<file path="src/rtl/pc_gen_unit.sv">
// IF-stage fetch PC generator with redirect priority and a stall-safe pending redirect buffer.
// Optional misaligned-target reporting is enabled by defining PC_MISALIGN_TRAP_EN.
module pc_gen_unit #(
    parameter int unsigned                  ADDR_WIDTH  = 32,
    parameter logic [ADDR_WIDTH-1:0]        RESET_PC    = '0,
    parameter int unsigned                  INST_BYTES  = 4,
    parameter int unsigned                  STALL_WIDTH = 6,
    parameter int unsigned                  STALL_BIT   = 0
) (
    input  logic                   clk_i,
    input  logic                   rst_n_i,
    input  logic [STALL_WIDTH-1:0] stall_i,
    input  logic                   flush_jump_i,
    input  logic [ADDR_WIDTH-1:0]  jump_pc_i,
    input  logic                   flush_int_i,
    input  logic [ADDR_WIDTH-1:0]  int_pc_i,
    output logic [ADDR_WIDTH-1:0]  pc_o,
    output logic                   ce_o,
    output logic                   redir_pend_o,
    output logic                   misalign_o,
    output logic [ADDR_WIDTH-1:0]  misalign_addr_o
);

    localparam logic                  STOP     = 1'b1;
    localparam logic [ADDR_WIDTH-1:0] OFF_MASK = ADDR_WIDTH'(INST_BYTES - 1);
    localparam logic [ADDR_WIDTH-1:0] INC      = ADDR_WIDTH'(INST_BYTES);

    if (INST_BYTES < 1 || INST_BYTES > 8 ||
        (INST_BYTES & (INST_BYTES - 1)) != 0) begin : g_bad_inst_bytes
        $error("INST_BYTES must be a power of two in 1..8");
    end

    logic                  ce_q;
    logic [ADDR_WIDTH-1:0] pc_q,      pc_d;
    logic                  pend_v_q,  pend_v_d;
    logic                  pend_int_q, pend_int_d;
    logic [ADDR_WIDTH-1:0] pend_pc_q, pend_pc_d;

    logic                  frozen;
    logic                  redir_v;
    logic [ADDR_WIDTH-1:0] redir_pc;
    logic                  apply;
    logic                  unused_stall;

    assign frozen       = (stall_i[STALL_BIT] == STOP);
    assign unused_stall = ^stall_i;

    always_comb begin
        redir_v  = 1'b0;
        redir_pc = pend_pc_q;
        if (flush_int_i) begin
            redir_v  = 1'b1;
            redir_pc = int_pc_i;
        end else if (pend_v_q) begin
            redir_v  = 1'b1;
            redir_pc = pend_pc_q;
        end else if (flush_jump_i) begin
            redir_v  = 1'b1;
            redir_pc = jump_pc_i;
        end
    end

    assign apply = ce_q && !frozen && redir_v;

    always_comb begin
        pc_d       = pc_q;
        pend_v_d   = pend_v_q;
        pend_int_d = pend_int_q;
        pend_pc_d  = pend_pc_q;
        if (ce_q) begin
            if (frozen) begin
                // A jump may replace an older jump but never a pending trap.
                if (flush_int_i) begin
                    pend_v_d   = 1'b1;
                    pend_int_d = 1'b1;
                    pend_pc_d  = int_pc_i;
                end else if (flush_jump_i && !(pend_v_q && pend_int_q)) begin
                    pend_v_d   = 1'b1;
                    pend_int_d = 1'b0;
                    pend_pc_d  = jump_pc_i;
                end
            end else begin
                pend_v_d   = 1'b0;
                pend_int_d = 1'b0;
                if (redir_v) begin
                    pc_d = redir_pc & ~OFF_MASK;
                end else begin
                    pc_d = pc_q + INC;
                end
            end
        end
    end

    always_ff @(posedge clk_i or negedge rst_n_i) begin
        if (!rst_n_i) begin
            ce_q       <= 1'b0;
            pc_q       <= RESET_PC;
            pend_v_q   <= 1'b0;
            pend_int_q <= 1'b0;
            pend_pc_q  <= '0;
        end else begin
            ce_q       <= 1'b1;
            pc_q       <= pc_d;
            pend_v_q   <= pend_v_d;
            pend_int_q <= pend_int_d;
            pend_pc_q  <= pend_pc_d;
        end
    end

    assign pc_o         = pc_q;
    assign ce_o         = ce_q;
    assign redir_pend_o = pend_v_q;

`ifdef PC_MISALIGN_TRAP_EN
    logic                  mis_q;
    logic [ADDR_WIDTH-1:0] mis_addr_q;
    logic                  mis_hit;

    assign mis_hit = apply && ((redir_pc & OFF_MASK) != '0);

    always_ff @(posedge clk_i or negedge rst_n_i) begin
        if (!rst_n_i) begin
            mis_q      <= 1'b0;
            mis_addr_q <= '0;
        end else begin
            mis_q <= mis_hit;
            if (mis_hit) begin
                mis_addr_q <= redir_pc;
            end
        end
    end

    assign misalign_o      = mis_q;
    assign misalign_addr_o = mis_addr_q;
`else
    logic unused_apply;

    assign unused_apply    = apply;
    assign misalign_o      = 1'b0;
    assign misalign_addr_o = '0;
`endif

endmodule

</file>
<file path="config.mk">
export PLATFORM = sky130hd
export DESIGN_NAME = pc_gen_unit
export DESIGN_NICKNAME = d
export VERILOG_FILES = /design/src/rtl/pc_gen_unit.sv
export SDC_FILE = /design/constraint.sdc
export NUM_CORES = 1
export LEC_CHECK = 0
export ABC_AREA = 1
export BUFFER_PORTS_ARGS = -buffer_cell sky130_fd_sc_hd__buf_2
export CAP_MARGIN = 0
export CORE_MARGIN = 3
export CORE_UTILIZATION = 50
export DETAILED_ROUTE_END_ITERATION = 6
export GPL_TIMING_DRIVEN = 0
export PLACE_DENSITY_LB_ADDON = 0.3
export SLEW_MARGIN = 15
export SYNTH_ARGS = -nofsm -noshare
export SYNTH_HDL_FRONTEND = slang
export SYNTH_SLANG_ARGS = --single-unit
</file>
<file path="constraint.sdc">
create_clock -name clk_i -period 3.2 [get_ports clk_i]
set_input_delay 0.16 -clock clk_i [delete_from_list [all_inputs] [get_ports clk_i]]
set_output_delay 0.16 -clock clk_i [all_outputs]
set_load 0.02 [all_outputs]
</file>
==> results of run 1 <==
==> metrics by stage <==
stage          power, mW  utilization  cell area [sq um]
3_3_place_gp        1.86        0.602               5300
2_1_floorplan       1.61            -               4680
4_1_cts             2.70        0.631               5560
6_report            2.70        0.631               5560
5_1_grt             2.86        0.631               5560
3_5_place_dp        1.90        0.604               5320
==> critical path: stages, from the launching register on <==
cell and delay (ns):
dfrtp_1 0.39, inv_2 0.06, nand2_2 0.18, clkbuf_1 0.36
o21ai_0 0.14, o21ai_0 0.35, nand2_1 0.12, nand2_1 0.08
nand2_1 0.05, nand2_1 0.07
==> state kept, by name, summed over array words and instances, names as in the netlist <==
signal,count
pc_o,30
pend_pc_q,30
ce_o,1
pend_int_q,1
redir_pend_o,1
==> power by group <==
part / internal (mW) / leakage, nW / switching (mW)
clock: 0.481 / 0.114 / 0.324
sequential: 0.937 / 0.754 / 0.141
combinational: 0.294 / 2.12 / 0.528
total: 1.71 / 2.99 / 0.993
==> worst max-delay path by stage <==
stage                      start        to  slack (ns)  cells after the start
finish              redir_pend_o  pc_o[11]        1.34                      9
global route        redir_pend_o  pc_o[14]        1.11                      9
CTS                 redir_pend_o  pc_o[11]        1.33                      9
detailed placement  redir_pend_o  pc_o[11]        1.35                      9
global placement    redir_pend_o  pc_o[11]        1.41                      9
floorplan                pc_o[3]  pc_o[26]        1.64                      9
==> area by class of cell <==
| cell class | instances | area (sq um) | share of cell area |
|---|---|---|---|
| Multi-Input combinational cell | 576 | 2470 | 0.445 |
| Sequential cell | 63 | 1580 | 0.284 |
| Timing Repair Buffer | 98 | 513 | 0.0923 |
| Buffer | 66 | 400 | 0.0721 |
| Inverter | 62 | 233 | 0.0419 |
| Clock buffer | 13 | 159 | 0.0286 |
| Tap cell | 108 | 135 | 0.0243 |
| Clock inverter | 3 | 65.1 | 0.0117 |
==> per-layer routing <==
| layer | vias up | share of wire | global-route usage |
|---|---|---|---|
| li1 | 2530 | - | - |
| met5 | - | 0 | 0 |
| met4 | 0 | 0.015 | 0.0654 |
| met2 | 281 | 0.45 | 0.430 |
| met3 | 20 | 0.095 | 0.0537 |
| met1 | 2378 | 0.44 | 0.394 |
==> cells in the mapped netlist (all sizes together) (2+ instances only) <==
cell type	instances
clkbuf	16
o21a	10
o211ai	2
nor2	82
dfrtp	63
nor3	2
nand3	54
inv	62
xnor2	2
conb	2
o21ai	84
buf	50
a21oi	31
nand2	270
==> kinds of logic after synthesis <==
| group | share of synthesized area |
|---|---|
| other | 0.00165 |
| AO/OA/AOI/OAI | 0.150 |
| AND/OR/NAND/NOR | 0.357 |
| flip-flops | 0.346 |
| adder cells (fa/ha/maj) | 0.00275 |
| XOR/XNOR | 0.00385 |
| buffers and inverters | 0.139 |
==> what timing repair did <==
action                                  CTS  global route
gates resized for setup                   0             0
endpoints found under the hold margin    28             0
hold buffers                              1             0
endpoints found under the setup margin    0             0
==> cell usage in the layout, fill, tap and decap left out, drive strengths merged <==
master	n
a21oi	31
a31oi	1
and2	1
buf	147
bufinv	2
clkbuf	29
clkinv	1
conb	36
dfrtp	63
dlygate4sd3	1
ha	1
inv	62
nand2	270
nand3	54
nor2	82
nor3	2
o211ai	2
o21a	10
o21ai	84
xnor2	2
==> results.toml, run 1 <==
[worst_setup_path]
rr_endpoint = "pc_o[11]"
crit_arrival_ns = 2.15
reg2reg_from = "redir_pend_o"
reg2reg_slack_ns = 1.34
r2r_cells = 9
crit_fanout = 10
end_kind = "register"
start_kind = "register"
required_ns = 3.49
worstSetupPathType = "reg -> reg"

[yosys]
ys.flop_type = "dfrtp_1"
synth.ff_latch_count = 63
synth_cell_types = 24
ys_seq_area_frac = 0.346
synth_top_area_share = 0.346
yosys-top-cells-area = "dfrtp_1 35%, nand2_1 22%, o21ai_0 7.4%"
syn_area_sq_um = 4560
ys_warn_count = 0
postSynthAreaPerCell_sq_um = 6.22
yosysTopAreaCell = "dfrtp_1"
syn_inst = 733
synth_edf_count = 0
synth-async-reset-ratio = 1.00

[place]
pre_cts_slack_ns = 1.35
hpwlAfterDp_mm = 10.8
portBuffers = 96
placed_cells = 972
place.gp.congestion = 0.917

[clock_network]
numClockSinks = 63
clock-root-buffer = "clkbuf_8"
htreeDepth = 3
post_cts_buffers = 0
cts_buffers = 9
cts_tree = "built"
path_clk_slew_ns = 0.08
cts_max_path_buffers = 2
clock_latency_ns = 0.35

[layout]
syn_to_final_growth_pct = 21.9
fin_nets = 951
drive_gt1_frac = 0.194
nFillCells = 853
n_antenna_cell = 0
fin_cells = 989

[detailed_routing]
wire_per_inst_um = 14.2
route.detailed.drc = 0
final_antenna_net_count = 0
drt_iter0_drc = 371
routed_wl_mm = 14.1
firstDrtPassIters = 7
routed_via_density = 5.27
dr_total_vias = 5209

[floorplanning]
core_area_sq_um = 8810
rows = 34
start_util = 0.517
die_w_um = 101
io-pin-count = 141
die_area_sq_um = 10300
fp.dieH_um = 101

[timing]
slew_headroom = 0.630
hold_viol = 0
setup_violations = 0
postLayoutSetupSlackWorst_ns = 1.34
hold_ws_ns = 0.113
fin_crit_sh = 0.583
tightest_slew_ns = 0.555
finalSetupTns_ns = 0
min_period_ns = 1.86
skew_ns = 0.00999
rsz0062_at_grt = "false"
slew_viol_final = 0
max_freq_mhz = 536

[hold_path]
whs_path_depth = 5
hold_path_class = "in -> reg"
min-delay-start = "jump_pc_i[18]"
whs_endpoint = "pend_pc_q[18]"

[global_routing]
grt_start_max_net_pins = 36
grt_pass1_vias = 4715
grt_pass1_wl_mm = 22.5
overflow = 0
antenna_found_initial = 0
grt_use_total = 0.275

[power]
p_per_area_nw_per_um2 = 487
peakVddDrop_mv = 0.269
p_leak_nw = 2.99

[flow_run]
cap_violations = 0

[status]
outcome = "finished, final reports clean"
(Power assumes the default switching activity.)
==> inputs of run 2 (changes only) <==
--- a/config.mk
+++ b/config.mk
@@ -5,11 +5,11 @@
 export SDC_FILE = /design/constraint.sdc
 export NUM_CORES = 1
 export LEC_CHECK = 0
-export ABC_AREA = 1
+export ABC_AREA = 0
 export BUFFER_PORTS_ARGS = -buffer_cell sky130_fd_sc_hd__buf_2
 export CAP_MARGIN = 0
 export CORE_MARGIN = 3
-export CORE_UTILIZATION = 50
+export CORE_UTILIZATION = 47
 export DETAILED_ROUTE_END_ITERATION = 6
 export GPL_TIMING_DRIVEN = 0
 export PLACE_DENSITY_LB_ADDON = 0.3
==> constraint.sdc (replaced) <==
create_clock -name clk_i -period 1.6 [get_ports clk_i]
set_input_delay 0.08 -clock clk_i [delete_from_list [all_inputs] [get_ports clk_i]]
set_output_delay 0.08 -clock clk_i [all_outputs]
set_load 0.02 [all_outputs]
==> results.toml, run 2 <==
[status]
outcome = "finished, violations left"
failed_checks = "setup timing"

[timing]
rsz0062_at_grt = "true"
postLayoutSetupSlackWorst_ns = -0.200
slew_viol_final = 0
finalSetupTns_ns = -1.15
slew_headroom = 0.560
max_freq_mhz = 556
hold_viol = 0
fin_crit_sh = 1.12
skew_ns = 0.0103
tightest_slew_ns = 0.659
hold_ws_ns = 0.0318
setup_violations = 17
min_period_ns = 1.80

[clock_network]
htreeDepth = 3
cts_tree = "built"
cts_buffers = 9
path_clk_slew_ns = 0.07
numClockSinks = 63
clock-root-buffer = "clkbuf_8"
clock_latency_ns = 0.35
cts_max_path_buffers = 2

[place]
place.gp.congestion = 0.927
portBuffers = 96
dpl_cell_area_sq_um = 5120
pre_cts_slack_ns = -0.476
hpwlAfterDp_mm = 10.7

[detailed_routing]
route.detailed.drc = 0
dr_total_vias = 4993
routed_via_density = 6.06
wire_per_inst_um = 19.0
firstDrtPassIters = 6
drt_iter0_drc = 482
routed_wl_mm = 15.6
final_antenna_net_count = 0

[global_routing]
antenna_found_initial = 0
grt_pass1_wl_mm = 23.6
grt_use_total = 0.296
grt_start_max_net_pins = 51
overflow = 0
grt_pass1_vias = 4509

[floorplanning]
die_area_sq_um = 10200
io-pin-count = 141
core_area_sq_um = 8760
fp.dieH_um = 101
die_w_um = 101
start_util = 0.486
rows = 34

[yosys]
synth.ff_latch_count = 63
yosysTopAreaCell = "dfrtp_1"
yosys-top-cells-area = "dfrtp_1 37%, o21ai_0 8.9%, nand2_1 7.1%"
synth_edf_count = 0
ys_warn_count = 0
ys.flop_type = "dfrtp_1"
ys_seq_area_frac = 0.370
synth_compound_area_frac = 0.270
synth_simple_gate_area_frac = 0.194
syn_area_sq_um = 4260
postSynthAreaPerCell_sq_um = 8.00
syn_inst = 533
synthMuxAreaShare = 0.0543
synth-async-reset-ratio = 1.00
yosys.cell_count.top_type = "nand2_1"
synth_top_family_by_area = "compound AO/OA/AOI/OAI gates"
synth_xor_area_frac = 0
yosys-top-cells-count = "81 x nand2_1, 76 x o21ai_0, 63 x dfrtp_1"
synthAdderAreaFrac = 0.00294
synth_top_area_share = 0.370
synth_cell_types = 53

[layout]
layout_commonest_cell = "buf_2"
n_antenna_cell = 0
fin_nets = 787
layout_common_cells = "101 x buf_2, 79 x nand2_1, 72 x buf_4, 52 x o21ai_0, 49 x dfrtp_1"
syn_to_final_growth_pct = 39.0
drive_gt1_frac = 0.377
nFillCells = 737
postLayoutCellArea_sq_um = 5920

[worst_setup_path]
critPathSlowestCell = "or4_4"
end_kind = "register"
cp_top_family = "simple AND/OR/NAND/NOR gates"
path_cells = "buf_6 -> nand4_4 -> nor4_4 -> nand4_2 -> or4_4 -> o211a_1"
crit_fanout = 4
required_ns = 1.84
start_kind = "register"
worstSetupPathType = "reg -> reg"
crit_arrival_ns = 2.04
cp_slowest_stage_delay_ns = 0.44
path_buf_inv = 1

[flow_run]
cap_violations = 0

[hold_path]
hold_path_class = "in -> reg"

[power]
totalPowerFinal_mw = 5.31
peakVddDrop_mv = 0.466
p_leak_nw = 2.83
p_per_area_nw_per_um2 = 897
run 2: layout make-up:
cell class	count	area [sq um]	share of cell area
well taps	108	135	0.0228
clock buffers	13	149	0.0251
plain buffers	70	533	0.0900
repair buffers	137	828	0.140
multi-input cells	420	2630	0.444
inverters	11	41.3	0.00697
clock inverters	2	10.0	0.00169
flip-flops and latches	63	1590	0.269
run 2: per-layer routing:
metal | vias to the layer above | part of all wire | global-route usage | routed length [um]
li1 | 2218 | - | - | -
met1 | 2346 | 0.39 | 0.396 | 6030
met2 | 366 | 0.46 | 0.454 | 7210
met4 | 0 | 0.045 | 0.156 | 708
met5 | - | 0 | 0 | 0
met3 | 63 | 0.11 | 0.0572 | 1680
run 2: logic make-up after synthesis:
logic type,after synthesis
flops,63
fa+ha+maj,1
simple gates,171
compound gates,189
buf+inv,84
mux,23
other cells,2
run 2: stage by stage:
stage / cells / utilization
global placement: 771 / 0.581
global route: 824 / 0.676
detailed placement: 772 / 0.585
CTS: 819 / 0.661
finish: 824 / 0.676
floorplan: 567 / -
run 2: worst paths after layout:
| kind | from | end | slack [ns] | depth (start not counted) |
|---|---|---|---|---|
| setup / recovery | pc_o[3] | pc_o[29] | -0.20 | 6 |
| hold / removal | stall_i[0] | pend_int_q | 0.03 | 3 |
| setup reg to reg | pc_o[3] | pc_o[29] | -0.20 | 6 |
| hold reg to reg | pend_pc_q[28] | pend_pc_q[28] | 0.48 | 2 |
| max in group asynchronous | rst_n_i | pc_o[4] | 0.93 | 3 |
| min in group asynchronous | rst_n_i | pend_pc_q[12] | 0.13 | 2 |
run 2: power by group:
group / internal [mW] / switching, mW
Clock: 0.593 / 0.643
Sequential: 1.89 / 0.323
Combinational: 0.762 / 1.10
run 2: worst register-to-register path, stage by stage, from the launching register on:
cell	delay [ns]
dfrtp_2	0.39
buf_6	0.11
nand4_4	0.16
nor4_4	0.30
nand4_2	0.15
or4_4	0.44
o211a_1	0.14
run 2: repair_timing:
action | CTS | global route
pin swaps | 20 | 13
gates cloned | 1 | 0
endpoints found under the hold margin | 63 | 0
resized for setup | 78 | 45
setup buffers | 33 | 5
hold buffers | 1 | 0
setup endpoints to repair | 61 | 58
